<file path="src/rtl/alu_reservation_station.sv">
// Reservation station in front of the single-cycle ALU.
// Holds dispatched instructions until both operands are present, picks up
// missing operands from the CDB, and issues the lowest-index ready entry
// through a registered output stage (one issue per cycle, no backpressure).
module alu_reservation_station #(
  parameter int NUM_ENTRIES = 4,
  parameter int TAG_W       = 4
) (
  input  logic             clk_i,
  input  logic             reset_i,
  input  logic             flush_i,
  input  logic             dispatch_valid_i,
  output logic             dispatch_ready_o,
  input  logic [31:0]      dispatch_pc_i,
  input  logic [31:0]      dispatch_inst_i,
  input  logic [TAG_W-1:0] dispatch_rd_tag_i,
  input  logic             dispatch_rs1_ready_i,
  input  logic [TAG_W-1:0] dispatch_rs1_tag_i,
  input  logic [31:0]      dispatch_rs1_value_i,
  input  logic             dispatch_rs2_ready_i,
  input  logic [TAG_W-1:0] dispatch_rs2_tag_i,
  input  logic [31:0]      dispatch_rs2_value_i,
  input  logic             cdb_valid_i,
  input  logic [TAG_W-1:0] cdb_tag_i,
  input  logic [31:0]      cdb_value_i,
  output logic             alu_request_o,
  output logic [31:0]      pc_o,
  output logic [31:0]      inst_o,
  output logic [31:0]      rs1_value_o,
  output logic [31:0]      rs2_value_o,
  output logic [TAG_W-1:0] rd_tag_o
);

  localparam int IDX_W = $clog2(NUM_ENTRIES);

  // Flattened views of the per-entry registers, each element driven by one entry
  logic [NUM_ENTRIES-1:0] valid_vec;
  logic [NUM_ENTRIES-1:0] rs1_ready_vec;
  logic [NUM_ENTRIES-1:0] rs2_ready_vec;
  logic [31:0]            pc_arr        [NUM_ENTRIES];
  logic [31:0]            inst_arr      [NUM_ENTRIES];
  logic [TAG_W-1:0]       rd_tag_arr    [NUM_ENTRIES];
  logic [31:0]            rs1_value_arr [NUM_ENTRIES];
  logic [31:0]            rs2_value_arr [NUM_ENTRIES];

  logic [IDX_W-1:0]       free_idx;
  logic [IDX_W-1:0]       issue_idx;
  logic                   issue_found;
  logic                   issue_fire;
  logic                   dispatch_fire;
  logic [NUM_ENTRIES-1:0] eligible;

  // Operands arriving on the CDB in the dispatch cycle are folded in directly
  logic        disp_rs1_ready;
  logic        disp_rs2_ready;
  logic [31:0] disp_rs1_value;
  logic [31:0] disp_rs2_value;

  assign eligible         = valid_vec & rs1_ready_vec & rs2_ready_vec;
  assign dispatch_ready_o = ~(&valid_vec);
  assign dispatch_fire    = dispatch_valid_i && dispatch_ready_o && !flush_i;
  assign issue_fire       = issue_found && !flush_i;

  assign disp_rs1_ready = dispatch_rs1_ready_i || (cdb_valid_i && (cdb_tag_i == dispatch_rs1_tag_i));
  assign disp_rs2_ready = dispatch_rs2_ready_i || (cdb_valid_i && (cdb_tag_i == dispatch_rs2_tag_i));
  assign disp_rs1_value = dispatch_rs1_ready_i ? dispatch_rs1_value_i : cdb_value_i;
  assign disp_rs2_value = dispatch_rs2_ready_i ? dispatch_rs2_value_i : cdb_value_i;

  // Lowest-index free slot and lowest-index eligible slot (descending scan so low wins)
  always_comb begin
    free_idx    = '0;
    issue_idx   = '0;
    issue_found = 1'b0;
    for (int i = NUM_ENTRIES - 1; i >= 0; i--) begin
      if (!valid_vec[i]) begin
        free_idx = IDX_W'(i);
      end
      if (eligible[i]) begin
        issue_idx   = IDX_W'(i);
        issue_found = 1'b1;
      end
    end
  end

  genvar gi;
  generate
    for (gi = 0; gi < NUM_ENTRIES; gi++) begin : g_entry
      logic             valid_reg;
      logic [31:0]      pc_reg;
      logic [31:0]      inst_reg;
      logic [TAG_W-1:0] rd_tag_reg;
      logic             rs1_ready_reg;
      logic [TAG_W-1:0] rs1_tag_reg;
      logic [31:0]      rs1_value_reg;
      logic             rs2_ready_reg;
      logic [TAG_W-1:0] rs2_tag_reg;
      logic [31:0]      rs2_value_reg;
      logic             rs1_hit;
      logic             rs2_hit;
      logic             is_issued;
      logic             is_target;

      assign rs1_hit   = cdb_valid_i && !rs1_ready_reg && (cdb_tag_i == rs1_tag_reg);
      assign rs2_hit   = cdb_valid_i && !rs2_ready_reg && (cdb_tag_i == rs2_tag_reg);
      assign is_issued = issue_fire && (issue_idx == IDX_W'(gi));
      assign is_target = dispatch_fire && (free_idx == IDX_W'(gi));

      // Entry update: flush > issue > dispatch write > CDB snoop
      always_ff @(posedge clk_i or negedge reset_i) begin
        if (!reset_i) begin
          valid_reg     <= 1'b0;
          pc_reg        <= '0;
          inst_reg      <= '0;
          rd_tag_reg    <= '0;
          rs1_ready_reg <= 1'b0;
          rs1_tag_reg   <= '0;
          rs1_value_reg <= '0;
          rs2_ready_reg <= 1'b0;
          rs2_tag_reg   <= '0;
          rs2_value_reg <= '0;
        end else if (flush_i) begin
          valid_reg <= 1'b0;
        end else if (is_issued) begin
          valid_reg <= 1'b0;
        end else if (is_target) begin
          valid_reg     <= 1'b1;
          pc_reg        <= dispatch_pc_i;
          inst_reg      <= dispatch_inst_i;
          rd_tag_reg    <= dispatch_rd_tag_i;
          rs1_ready_reg <= disp_rs1_ready;
          rs1_tag_reg   <= dispatch_rs1_tag_i;
          rs1_value_reg <= disp_rs1_value;
          rs2_ready_reg <= disp_rs2_ready;
          rs2_tag_reg   <= dispatch_rs2_tag_i;
          rs2_value_reg <= disp_rs2_value;
        end else if (valid_reg) begin
          if (rs1_hit) begin
            rs1_ready_reg <= 1'b1;
            rs1_value_reg <= cdb_value_i;
          end
          if (rs2_hit) begin
            rs2_ready_reg <= 1'b1;
            rs2_value_reg <= cdb_value_i;
          end
        end
      end

      assign valid_vec[gi]     = valid_reg;
      assign rs1_ready_vec[gi] = rs1_ready_reg;
      assign rs2_ready_vec[gi] = rs2_ready_reg;
      assign pc_arr[gi]        = pc_reg;
      assign inst_arr[gi]      = inst_reg;
      assign rd_tag_arr[gi]    = rd_tag_reg;
      assign rs1_value_arr[gi] = rs1_value_reg;
      assign rs2_value_arr[gi] = rs2_value_reg;
    end
  endgenerate

  // Registered issue stage; data outputs hold when nothing issues or on flush
  always_ff @(posedge clk_i or negedge reset_i) begin
    if (!reset_i) begin
      alu_request_o <= 1'b0;
      pc_o          <= '0;
      inst_o        <= '0;
      rs1_value_o   <= '0;
      rs2_value_o   <= '0;
      rd_tag_o      <= '0;
    end else if (flush_i) begin
      alu_request_o <= 1'b0;
    end else begin
      alu_request_o <= issue_found;
      if (issue_found) begin
        pc_o        <= pc_arr[issue_idx];
        inst_o      <= inst_arr[issue_idx];
        rs1_value_o <= rs1_value_arr[issue_idx];
        rs2_value_o <= rs2_value_arr[issue_idx];
        rd_tag_o    <= rd_tag_arr[issue_idx];
      end
    end
  end

endmodule

</file>
<file path="config.mk">
export PLATFORM = sky130hd
export DESIGN_NAME = alu_reservation_station
export DESIGN_NICKNAME = d
export VERILOG_FILES = /design/src/rtl/alu_reservation_station.sv
export SDC_FILE = /design/constraint.sdc
export NUM_CORES = 2
export LEC_CHECK = 0
export BUFFER_PORTS_ARGS = -buffer_cell sky130_fd_sc_hd__clkbuf_2
export CAP_MARGIN = 40
export CELL_PAD_IN_SITES_DETAIL_PLACEMENT = 1
export CELL_PAD_IN_SITES_GLOBAL_PLACEMENT = 2
export CORE_MARGIN = 3
export CORE_UTILIZATION = 41
export DETAILED_ROUTE_END_ITERATION = 8
export PLACE_DENSITY = 0.93
export SYNTH_ARGS = -nofsm -noshare
export SYNTH_HDL_FRONTEND = slang
export SYNTH_SLANG_ARGS = --single-unit
export TNS_END_PERCENT = 5
</file>
<file path="constraint.sdc">
create_clock -name clk_i -period 4.43 [get_ports clk_i]
set_clock_uncertainty 0.1 [all_clocks]
set_input_delay 0.2215 -clock clk_i [delete_from_list [all_inputs] [get_ports clk_i]]
set_output_delay 0.2215 -clock clk_i [all_outputs]
set_load 0.03 [all_outputs]
</file>
Word level (Yosys, flattened, before mapping)
Cells that the tools add are included.

Word-level logic and storage cells: 234. Flip-flop bits (word level): 705. Output and inout port bits: 134. Input bits: 183.

Reductions and logical operators: 72. Magnitude comparators: 1. Bitwise logic cells: 9. Equality and inequality tests: 16. Muxes and demuxes: 90.

Operators by type and width (count): 32-bit two-way mux (34); 32-bit binary-select mux with 2-bit select (4); 1-bit two-way mux (41); 4-bit == test (10); 4-bit AND reduction (9); 1-bit logical AND (29); 2-bit nonzero test (12); 2-bit two-way mux (8); 3-bit AND reduction (4); 3-bit nonzero test (4); 1-bit zero test (9); 4-bit bitwise AND (2); 4-bit binary-select mux with 2-bit select (1); 2-bit == test (second input constant) (4); 4-bit two-way mux (2); 1-bit inverter (6); 2-bit by 1-bit == test with 1-bit output (second input constant) (2); 2-bit zero test (2); 3-bit greater-or-equal comparator (second input constant) (1); 2-bit inverter with 3-bit output (1); 1-bit logical OR (2); 2-bit AND reduction (1).

Depth between registers and ports, before layout
Word-level depth: 10. Depth in mapped cells: 9. Mapped depth without buffers: 6.

Worst setup path before layout
No wires, ideal clock.

Kind: register -> register. Start: register g_entry[0].valid_reg. End: register g_entry[3].rs2_value_reg[10]. Required time: 4.205 ns. Arrival time: 1.864 ns. Cell stages (with the launch flop): 7. Setup time: 0.125 ns. Slack: 2.342 ns. Clock period less this slack: 2.088 ns. Buffers on the path: 2. Cell sequence: dfrtp_1 buf_4 nand2b_1 nor4_4 clkbuf_1 mux2_2 mux2_2.

Word-level cells in the longest chain between the ends: 7. Elaborated cells on any way between the ends: 19. Those cells by class: eq/ne (2); mux (4); bitwise (4); reduce/logical (9).

RTL lines: start, declared (RTL line 88) `logic valid_reg;`; start signal, assigned (RTL line 111) `valid_reg <= 1'b0;`; start signal, assigned (RTL line 122) `valid_reg <= 1'b0;`; start signal, assigned (RTL line 124) `valid_reg <= 1'b0;`; 4-bit bitwise AND or 4-bit AND reduction (tied branches) (RTL line 59, 60); 4-bit bitwise AND or 1-bit inverter (tied branches) (RTL line 59, 60); 2-bit two-way mux, or another cell as far along (RTL line 78) `if (eligible[i]) begin`; 2-bit == test, or another cell as far along (RTL line 105) `assign is_issued = issue_fire && (issue_idx == IDX_W'(gi));`; 1-bit logical AND (on tied branches) (RTL line 105, 106); 1-bit inverter (no line) or 2-bit nonzero test (tied branches); 4-bit AND reduction (no line); end signal, assigned (RTL line 135) `rs2_value_reg <= disp_rs2_value;`; end signal, assigned (RTL line 143) `rs2_value_reg <= cdb_value_i;`; end, declared (RTL line 97) `logic [31:0] rs2_value_reg;`.

Parallel ways exist; a longest one is shown, timed or not. A chain may end at the register's enable or synchronous reset.

Final worst setup path
Start: register g_entry[2].valid_reg. End: register g_entry[3].rs2_value_reg[17].

Word-level cells in the longest chain between the ends: 9. Elaborated cells on any way between the ends: 25. Those cells by class: eq/ne (2); mux (10); bitwise (4); reduce/logical (9).

RTL lines: start, declared (RTL line 88); start signal, assigned (RTL line 111); start signal, assigned (RTL line 122); start signal, assigned (RTL line 124); 4-bit bitwise AND (2 in series) (RTL line 59) `assign eligible = valid_vec & rs1_ready_vec & rs2_ready_vec;`; 2-bit two-way mux or 1-bit two-way mux (tied branches) (3 in series) (RTL line 78); 2-bit == test or 1-bit logical AND (tied branches) (RTL line 105, 62); 1-bit logical AND (RTL line 105); 1-bit inverter (no line); 4-bit AND reduction (no line).

Parallel ways exist; a longest one is shown, timed or not.

==> run_results.csv <==
group,metric,value,unit
place,dpl.cell_count,4702,
final_layout,layout.nets,4079,
worst_setup_path,cp_num_cells,8,
worst_setup_path,start_kind,"flip-flop",
die,die_w,294.4,µm
drt,viasPerCell,5.968,
yosys,avgSynthCellArea,9.470,µm²
cts,cts_root_buf,"clkbuf_16",
sta,max_slew_margin,0.3286,
cts,htree_levels,3,
yosys,yosysWarningCount,0,
worst_setup_path,critical_path_required,4.83,ns
worst_setup_path,cp_data_arrival_time,3.89,ns
global_route,grt_max_degree,170,
drt,finalWirelength,124.8,mm
worst_setup_path,crit_buf_inv,3,
yosys,synthesis.nets,3785,
worst_setup_path,crit_fanout,53,
worst_setup_path,r2r_start,"g_entry[2].valid_reg",
drt,dr_total_vias,30067,
power_and_ir_drop,ir_drop,0.3170,mV
final_layout,multi_input_area,15030,µm²
global_route,grt_pass1_wl,193.6,mm
die,start_util,0.4148,
run,cap_viol_max_count,0,
final_layout,syn_to_final_growth,20.55,%
final_layout,drive_gt1_frac,0.2208,
sta,finalSetupViolCount,0,
cts,cts_resized,0,
sta,fin_setup_tns,0,ns
yosys,synthArstFlopShare,1.000,
sta,hold_slack,0.02759,ns
worst_setup_path,cpMostUsedCell,"buf_4",
cts,cts_made_buffers,81,
global_route,first_global_vias,32634,
worst_setup_path,cp-startpoint,"g_entry[2].valid_reg",
yosys,ys_seq_elements,705,
worst_setup_path,critical_path.cell_chain,"nand3_4 > buf_4 > nand2b_4 > o21ai_2 > inv_1 > o21ai_4 > buf_4 > mux2_2",
worst_setup_path,cp_top_family,"buffers and inverters",
die,die_area,86690,µm²
sta,slew_viol_final,0,
final_layout,n_fill_cell,9263,
yosys,netlist_area,34110,µm²
yosys,ys_seq_area_frac,0.5172,
hold_path,hold_class,"in2reg",
worst_setup_path,slowest_stage,"buf_4",
die,chipHeight,294.4,µm
worst_setup_path,cp_slowest_stage_delay,0.76,ns
yosys,synth_cell_types,52,
drt,wire_per_inst,24.77,µm
sta,finalCriticalPeriod,3.489,ns
place,io_buffer_count,316,
final_layout,layout.cells.non_filler,5038,
sta,rsz0062_at_grt,"false",
drt,remaining_drc_errors,0,
final_layout,seqCellArea,17640,µm²
global_route,grt_usage,0.2860,
yosys,synth-edff-count,0,
sta,worst_pin_slew,1.007,ns
drt,drtAntennaViolNets,0,
hold_path,min-delay-start,"dispatch_rs2_value_i[17]",
drt,drtIter0Drc,2015,
cts,numClockSinks,705,
cts,insertion_delay,0.63,ns
cts,clk_pin_slew_worst_paths,0.06,ns
worst_setup_path,reg2reg_depth,8,
cts,cts_tree,"built",
die,num_rows,105,
yosys,yosys_most_used_dff,"dfrtp_1",
die,io_pins,317,
hold_path,min_to,"g_entry[0].rs2_value_reg[17]",
worst_setup_path,regToRegEndpoint,"g_entry[3].rs2_value_reg[17]",
power_and_ir_drop,leakagePower,19.30,nW
power_and_ir_drop,power.density,525.5,nW/µm²
global_route,grt.overflow.total,0,
worst_setup_path,end_kind,"flip-flop",
die,coreArea,82240,µm²
sta,finalHoldViolCount,0,
place,dp_hpwl,71.18,mm
worst_setup_path,r2r_setup_slack,0.94,ns
place,place.gp.congestion,0.7845,
hold_path,hold_path_depth,4,
sta,period_share,0.7875,
status,outcome,"complete, no violations",
cts,clockBufferDepth,3,
drt,firstDrtPassIters,5,
yosys,netlist_instances,3602,
worst_setup_path,critical_path_class,"reg2reg",
global_route,grt_antenna_before_repair,17,
sta,fmax,286.6,MHz
==> metal layers <==
metal,global-route usage,wire (µm),vias up
met5,0,31,-
met4,0.1171,4965,6
met3,0.04642,7018,301
met2,0.4902,60880,1013
met1,0.3608,51870,15583
li1,-,-,13164
==> how the worst max path moves through the flow <==
stage / to / slack [ns]
after floorplan: g_entry[3].rs2_value_reg[10] / 2.34
after global placement: g_entry[3].rs2_value_reg[27] / 1.13
after detailed placement: g_entry[3].rs2_value_reg[14] / 1.07
after CTS: g_entry[3].rs2_value_reg[17] / 1.0
after global routing: g_entry[3].rs2_value_reg[20] / 0.86
final: g_entry[3].rs2_value_reg[17] / 0.94
==> stage by stage <==
stage	util	cell area, µm²	total power, W	worst slack, ns
after floorplan	-	34110	0.01236	2.342
after global placement	0.4421	36350	0.01423	1.130
after detailed placement	0.4448	36580	0.01448	1.068
after CTS	0.4996	41090	0.02168	0.9987
after global routing	0.4999	41110	0.02268	0.8554
final	0.5000	41120	0.02161	0.9412
==> kinds of logic (layout without fill, tap and decap cells) <==
kind of cell,count (synthesis),in the layout,share of synthesized area
AOI/OAI and AO/OA,1058,1058,0.2036
xor gates and xnor gates,31,31,0.007960
buffers and inverters,366,718,0.04695
DFF,705,705,0.5172
muxes,292,292,0.09343
other,0,14,0
and+or+nand+nor,1150,1150,0.1309
==> cell usage in the layout (no fill, tap or decap), types with 5 or more instances in the layout <==
cell,netlist,routed
clkbuf_1,251,17
diode_2,0,14
mux2_2,211,211
buf_16,0,6
xnor2_1,11,11
o21ai_0,377,377
clkbuf_8,0,21
a221o_1,15,15
dfrtp_1,705,705
buf_12,0,25
a21oi_1,168,165
a22oi_1,8,8
xor2_1,20,20
nand2b_1,12,10
inv_1,16,16
clkinv_2,0,11
nor2_1,216,216
o221ai_1,158,158
a21boi_0,132,132
nand3_1,6,5
o31ai_1,32,32
nand2_1,890,889
clkbuf_16,0,84
bufinv_16,0,5
buf_4,20,32
a31o_2,132,132
o21ai_1,21,19
clkbuf_2,6,314
nor3_1,6,5
dlygate4sd3_1,0,181
mux2i_1,81,81
==> tightest hold or removal path, stage by stage <==
cell and delay (ns):
clkbuf_2 0.07, mux2_2 0.20, o21ai_0 0.08, o21ai_0 0.14
==> area by class of cell <==
type	instances	share of cell area
multi-input combinational	2531	0.3656
timing repair buffer	560	0.1049
tap	1070	0.03256
clock buffer	122	0.05970
inverter	17	0.001552
clock inverter	19	0.005812
sequential	705	0.4290
antenna	14	0.0008520
==> cell usage after synthesis, types with 51 or more instances <==
library cell / count / area share
mux2i_1: 81 / 0.024
o221ai_1: 158 / 0.041
nand2_1: 890 / 0.098
buf_2: 51 / 0.0075
mux2_2: 211 / 0.070
o21ai_0: 377 / 0.055
dfrtp_1: 705 / 0.52
a31o_2: 132 / 0.034
clkbuf_1: 251 / 0.028
a21oi_1: 168 / 0.025
a21boi_0: 132 / 0.029
nor2_1: 216 / 0.024
==> report_power, final <==
part	total (W)	internal (W)	switching, W	leakage, nW
registers	0.00919	0.00807	0.00112	8.92
logic	0.00555	0.00194	0.00361	9.05
clock network	0.00687	0.00410	0.00277	1.34
==> what timing repair did <==
item	4_1_cts	5_1_grt
buffers inserted	0	0
endpoints found under the hold margin	557	0
hold buffers	181	0
endpoints found under the setup margin	0	0
Note: power is estimated with default switching activity, not from simulation.
